`src/rtl/tank_cycle_controller_pkg.sv`:
```
// Shared definitions for the tank treatment cycle controller and the pesticide
// verification block that consumes its phase code.
package tank_cycle_controller_pkg;

    typedef enum logic [2:0] {
        FSM_IDLE  = 3'b000,
        FSM_FILL  = 3'b001,
        FSM_DOSE  = 3'b010,
        FSM_MIX   = 3'b011,
        FSM_DRAIN = 3'b100,
        FSM_CLEAN = 3'b101,
        FSM_FAULT = 3'b110
    } fsm_e;

    // Phase codes seen by the verification block: only ST_DOSE permits pesticide,
    // ST_CLEAN clears its pesticide flag.
    localparam logic [1:0] ST_IDLE  = 2'b00;
    localparam logic [1:0] ST_DOSE  = 2'b01;
    localparam logic [1:0] ST_CLEAN = 2'b10;
    localparam logic [1:0] ST_BUSY  = 2'b11;

endpackage

```
`src/rtl/tank_cycle_controller_timer.sv`:
```
// Phase timer: counts cycles spent in the current phase, cleared on every phase
// change and saturating at all-ones so a stuck phase can never wrap.
module phase_timer #(
    parameter int unsigned CNT_W = 24
) (
    input  logic             clk,
    input  logic             init_n,
    input  logic             clr,
    output logic [CNT_W-1:0] count
);

    logic [CNT_W-1:0] count_q;
    logic [CNT_W-1:0] count_d;

    always_comb begin
        count_d = count_q;
        if (clr) begin
            count_d = '0;
        end else if (count_q != '1) begin
            count_d = count_q + CNT_W'(1);
        end
    end

    always_ff @(posedge clk or negedge init_n) begin
        if (!init_n) begin
            count_q <= '0;
        end else begin
            count_q <= count_d;
        end
    end

    assign count = count_q;

endmodule

```
`src/rtl/tank_cycle_controller.sv`:
```
// Tank treatment cycle sequencer: fill, dosing window, mix, drain, clean, with
// per-phase timeouts and a FAULT state that needs an explicit clear.
module tank_cycle_controller
    import tank_cycle_controller_pkg::*;
#(
    parameter int unsigned CNT_W        = 24,
    parameter int unsigned FILL_MAX     = 1000,
    parameter int unsigned DOSE_MAX     = 5000,
    parameter int unsigned MIX_CYCLES   = 2000,
    parameter int unsigned DRAIN_MAX    = 1000,
    parameter int unsigned CLEAN_CYCLES = 500
) (
    input  logic       clk,
    input  logic       init_n,
    input  logic       start,
    input  logic       abort,
    input  logic       fault_clr,
    input  logic       tank_full,
    input  logic       tank_empty,
    input  logic       alert_on,
    output logic [1:0] state,
    output logic       valve_in,
    output logic       valve_out,
    output logic       busy,
    output logic       done,
    output logic       fault,
    output logic       dosed
);

    localparam logic [CNT_W-1:0] FILL_LAST  = CNT_W'(FILL_MAX - 1);
    localparam logic [CNT_W-1:0] DOSE_LAST  = CNT_W'(DOSE_MAX - 1);
    localparam logic [CNT_W-1:0] MIX_LAST   = CNT_W'(MIX_CYCLES - 1);
    localparam logic [CNT_W-1:0] DRAIN_LAST = CNT_W'(DRAIN_MAX - 1);
    localparam logic [CNT_W-1:0] CLEAN_LAST = CNT_W'(CLEAN_CYCLES - 1);

    fsm_e             fsm_q, fsm_d;
    logic             start_q;
    logic             start_armed_q, start_armed_d;
    logic             dosed_q, dosed_d;
    logic             done_q, done_d;
    logic             timer_clr;
    logic [CNT_W-1:0] timer;
    logic             start_p;

    // A start level already high when reset releases must go low once before it
    // can trigger, so the edge detector is only armed after a low sample.
    assign start_armed_d = start_armed_q | ~start;
    assign start_p       = start & ~start_q & start_armed_q;
    assign timer_clr     = (fsm_d != fsm_q);

    phase_timer #(.CNT_W(CNT_W)) u_timer (
        .clk    (clk),
        .init_n (init_n),
        .clr    (timer_clr),
        .count  (timer)
    );

    always_comb begin
        fsm_d   = fsm_q;
        dosed_d = dosed_q;
        done_d  = 1'b0;
        case (fsm_q)
            FSM_IDLE: begin
                if (start_p) begin
                    fsm_d   = FSM_FILL;
                    dosed_d = 1'b0;
                end
            end
            FSM_FILL: begin
                if (abort)                   fsm_d = FSM_DRAIN;
                else if (tank_full)          fsm_d = FSM_DOSE;
                else if (timer == FILL_LAST) fsm_d = FSM_FAULT;
            end
            FSM_DOSE: begin
                if (abort) begin
                    fsm_d = FSM_DRAIN;
                end else if (alert_on) begin
                    fsm_d   = FSM_MIX;
                    dosed_d = 1'b1;
                end else if (timer == DOSE_LAST) begin
                    fsm_d   = FSM_DRAIN;
                    dosed_d = 1'b0;
                end
            end
            FSM_MIX: begin
                if (abort || timer == MIX_LAST) fsm_d = FSM_DRAIN;
            end
            FSM_DRAIN: begin
                if (tank_empty)               fsm_d = FSM_CLEAN;
                else if (timer == DRAIN_LAST) fsm_d = FSM_FAULT;
            end
            FSM_CLEAN: begin
                if (timer == CLEAN_LAST) begin
                    fsm_d  = FSM_IDLE;
                    done_d = 1'b1;
                end
            end
            FSM_FAULT: begin
                if (fault_clr) fsm_d = FSM_IDLE;
            end
            default: fsm_d = FSM_FAULT;
        endcase
    end

    always_ff @(posedge clk or negedge init_n) begin
        if (!init_n) begin
            fsm_q         <= FSM_IDLE;
            start_q       <= 1'b0;
            start_armed_q <= 1'b0;
            dosed_q       <= 1'b0;
            done_q        <= 1'b0;
        end else begin
            fsm_q         <= fsm_d;
            start_q       <= start;
            start_armed_q <= start_armed_d;
            dosed_q       <= dosed_d;
            done_q        <= done_d;
        end
    end

    always_comb begin
        state     = ST_IDLE;
        valve_in  = 1'b0;
        valve_out = 1'b0;
        busy      = 1'b0;
        fault     = 1'b0;
        case (fsm_q)
            FSM_FILL: begin
                valve_in = 1'b1;
                busy     = 1'b1;
            end
            FSM_DOSE: begin
                state = ST_DOSE;
                busy  = 1'b1;
            end
            FSM_MIX: begin
                state = ST_BUSY;
                busy  = 1'b1;
            end
            FSM_DRAIN: begin
                state     = ST_BUSY;
                valve_out = 1'b1;
                busy      = 1'b1;
            end
            FSM_CLEAN: begin
                state     = ST_CLEAN;
                valve_in  = 1'b1;
                valve_out = 1'b1;
                busy      = 1'b1;
            end
            FSM_FAULT: fault = 1'b1;
            default: ;
        endcase
    end

    assign done  = done_q;
    assign dosed = dosed_q;

endmodule

```
`config.mk`:
```
export PLATFORM = sky130hd
export DESIGN_NAME = tank_cycle_controller
export DESIGN_NICKNAME = d
export VERILOG_FILES = /design/src/rtl/tank_cycle_controller_pkg.sv /design/src/rtl/tank_cycle_controller_timer.sv /design/src/rtl/tank_cycle_controller.sv
export SDC_FILE = /design/constraint.sdc
export NUM_CORES = 1
export LEC_CHECK = 0
export CORE_UTILIZATION = 30
export CTS_CLUSTER_DIAMETER = 50
export CTS_CLUSTER_SIZE = 14
export DETAILED_ROUTE_END_ITERATION = 16
export PLACE_DENSITY = 0.47
export SLEW_MARGIN = 10
export SYNTH_ARGS = -nofsm -noshare
export SYNTH_HDL_FRONTEND = slang
export SYNTH_SLANG_ARGS = --single-unit
```
`constraint.sdc`:
```
create_clock -name clk -period 3 [get_ports clk]
set_clock_uncertainty 0.2 [all_clocks]
set_input_delay 0.6 -clock clk [delete_from_list [all_inputs] [get_ports clk]]
set_output_delay 0.6 -clock clk [all_outputs]
set_load 0.005 [all_outputs]
```
==> results.py <==
metrics = {
    "run": {
        "cap_violations": 0,
    },
    "route": {
        "initial_drt_pass_iterations": 4,
        "routed_wire_length_per_instance_um": 14.89,
        "iteration_0_drc_markers": 53,
        "drtAntennaViolNets": 0,
        "wl_um": 4839,
        "dr_total_vias": 1718,
        "detail_route.drc_violations": 0,
        "post_drt_via_cell_ratio": 5.286,
    },
    "synth": {
        "number_of_enable_flip_flop_cells_after_synthesis": 0,
        "post_synth_main_area_contributors": "dfrtp_1, nor2_1, xnor2_1",
        "synth_flop_cell": "dfrtp_1",
        "postSynthRegisterBits": 31,
        "synth.lib_cells_used.distinct": 50,
        "yosys_warnings": 0,
        "ys_async_sr_fraction": 1.000,
        "yosysSeqAreaShare": 0.3899,
        "synth.largest_area_cell": "dfrtp_1",
        "syn_area_um2": 1989,
        "syn_inst": 225,
        "yosys.area.top_type_share": 0.3899,
        "syn_avg_cell_area_um2": 8.842,
        "mappedNetlistNets": 234,
    },
    "clock_tree": {
        "cts_tree": "done",
        "h-tree-depth": 2,
        "number_of_clock_sinks": 31,
        "clock_tree.root_cell": "clkbuf_8",
        "tritoncts.num_buffers": 5,
        "postCtsSetupRepairBufs": 0,
        "cts_hold_buffers": 0,
        "clk_path_buf_depth": 2,
        "clk_pin_slew_ns": 0.07,
        "clock_latency_reported_for_the_late_side_of_the_worst_skew_pair_ns": 0.29,
        "cts_resized": 0,
    },
    "floorplanning": {
        "placement_rows": 29,
        "placeableCoreArea_um2": 6386,
        "chipHeight_um": 83.44,
        "num_io_pins": 16,
        "floorplan.initialDensity": 0.3115,
        "die_w_um": 83.44,
        "fp.dieArea_um2": 6961,
    },
    "timing": {
        "finalCritPeriodShare": 0.9092,
        "rsz_0062_raised_after_global_routing": "false",
        "clock.fmax_mhz": 366.6,
        "timing.final.max_slew_violations": 0,
        "timing.final.setup_violations": 0,
        "max-slew-margin-rel": 0.7100,
        "period_minus_slack_ns": 2.728,
        "tightest_slew_ns": 0.4289,
        "final_report_hold_violation_count": 0,
        "setup_tns_ns": 0,
        "hold-worst-slack_ns": 0.2672,
    },
    "setup_path": {
        "reg2reg_to": "u_timer.count[6]",
        "critical_path_peak_fanout": 24,
        "crit-reg2reg-launch": "u_timer.count[13]",
        "critPathArrivalTime_ns": 2.70,
        "critPathRequiredTime_ns": 2.97,
        "timing.setup.critical_path_class": "reg2reg",
        "rr_worst_depth": 7,
        "crit_path_end_kind": "register",
        "reg2reg_slack_ns": 0.27,
        "setup.worst_path.start_class": "register",
    },
    "min_path": {
        "hold_path_end": "start_armed_q",
        "hold_path_class": "reg2reg",
        "hold_path_depth": 1,
        "min_from": "start_armed_q",
    },
    "finish": {
        "share_of_post_route_cells_with_drive_strength_above_1": 0.1290,
        "finish.net_count": 256,
        "fillCellCount": 669,
        "area_overhead_vs_synth_pct": 19.87,
        "n_antenna_cell": 0,
        "final_util": 0.3734,
    },
    "placement": {
        "port_buffers": 15,
        "gpl.final_weighted_congestion": 0.8593,
        "hpwl_um": 3607,
    },
    "grt": {
        "initial_antenna_violation_count": 0,
        "first_global_vias": 1740,
        "globalRoute.totalOverflow": 0,
        "grt_start_max_net_pins": 32,
        "global_route.usage.total": 0.1557,
        "wire_length_of_the_first_global_routing_pass_um": 8680,
    },
    "run_status": {
        "status": "finished, final reports clean",
    },
    "power": {
        "power_density_over_the_cells_nw_per_um2": 666.8,
        "p_leak_nw": 0.9305,
        "vdd_drop_max_v": 0.0003854,
    },
}
[layer usage]
metal	global-route usage	up-vias	wire length, um
met2	0.2340	36	2171
met1	0.2159	813	2348
li1	-	859	-
met5	0	-	0
met3	0.03678	10	211
met4	0.06163	0	108
[metrics by stage]
step / setup WS (ns) / cells / cell area (um^2) / total power [mW]
floorplan: 0.4677 / 225 / 1989 / 0.9146
global placement: 0.2513 / 317 / 2267 / 1.177
detailed placement: 0.2207 / 317 / 2267 / 1.181
CTS: 0.2610 / 325 / 2385 / 1.616
global route: 0.09890 / 325 / 2385 / 1.706
finish: 0.2723 / 325 / 2385 / 1.590
[critical path: stages, from the launching register on]
cell      delay, ns
dfrtp_1        0.45
or4_4          0.59
nor4_4         0.36
and4b_1        0.33
o21ai_0        0.14
o221ai_2       0.24
buf_12         0.21
nor3_1         0.08
[worst max path at each step]
| stage | cells past startpoint | slack, ns | from | endpoint |
|---|---|---|---|---|
| 6_report | 7 | 0.27 | u_timer.count[13] | u_timer.count[6] |
| 5_1_grt | 7 | 0.1 | u_timer.count[13] | u_timer.count[5] |
| 2_1_floorplan | 7 | 0.47 | u_timer.count[13] | u_timer.count[19] |
| 3_5_place_dp | 8 | 0.22 | abort | u_timer.count[6] |
| 4_1_cts | 7 | 0.26 | u_timer.count[13] | u_timer.count[6] |
| 3_3_place_gp | 8 | 0.25 | abort | u_timer.count[8] |
[Yosys cell counts, types with 4 or more instances]
master,number
dfrtp_1,31
nor2_1,31
nand2_1,22
xnor2_1,12
nor3_1,11
nand4_1,10
a21oi_1,9
nand3_1,8
xor2_1,8
and3_1,6
clkbuf_1,6
inv_1,6
nor3_2,6
and4_1,4
[cells by family after synthesis]
group / count (synthesis) / share of synthesized area
buf+inv: 14 / 0.03207
flops: 31 / 0.3899
compound gates: 32 / 0.1151
fa+ha+maj: 1 / 0.006288
mux: 1 / 0.005032
simple gates: 126 / 0.3635
xor+xnor: 20 / 0.08805
[sequential cells by signal, summed over array words and instances (netlist names)]
register	cells
start_armed_q	1
done	1
start_q	1
fsm_q	3
dosed	1
u_timer.count	24
[layout make-up]
cell class	count	area (um^2)	share of cell area
multi-input cells	180	1150	0.4822
well taps	77	96.34	0.04040
inverters	6	22.52	0.009444
clock inverters	2	35.03	0.01469
clock buffers	6	82.58	0.03463
flip-flops and latches	31	775.7	0.3253
repair buffers	23	222.7	0.09339
[cell usage in the layout, fill, tap and decap left out, types with 2 or more instances in the layout]
| master | n |
|---|---|
| xnor2_1 | 12 |
| nor4_4 | 2 |
| o21ai_0 | 3 |
| nor2_1 | 31 |
| and3_1 | 6 |
| a21o_1 | 2 |
| nand3_1 | 8 |
| dfrtp_1 | 31 |
| nand4_1 | 10 |
| or4_1 | 2 |
| nor4_1 | 2 |
| nor2b_1 | 2 |
| clkbuf_8 | 6 |
| buf_4 | 7 |
| a21oi_1 | 9 |
| and4_1 | 4 |
| nand2b_1 | 3 |
| inv_1 | 6 |
| nor3_2 | 6 |
| a31oi_1 | 2 |
| clkdlybuf4s50_1 | 15 |
| xor2_1 | 8 |
| o211ai_1 | 2 |
| or3_1 | 2 |
| a22oi_1 | 2 |
| and2_1 | 2 |
| or2_2 | 3 |
| nand2_1 | 22 |
| a211oi_1 | 3 |
| nor3_1 | 11 |
| nor3b_1 | 2 |
[power breakdown]
group	internal [mW]	switching, mW
Combinational	0.290	0.357
Sequential	0.452	0.0634
Clock	0.268	0.159
Total	1.01	0.579
(Power assumes the default switching activity.)
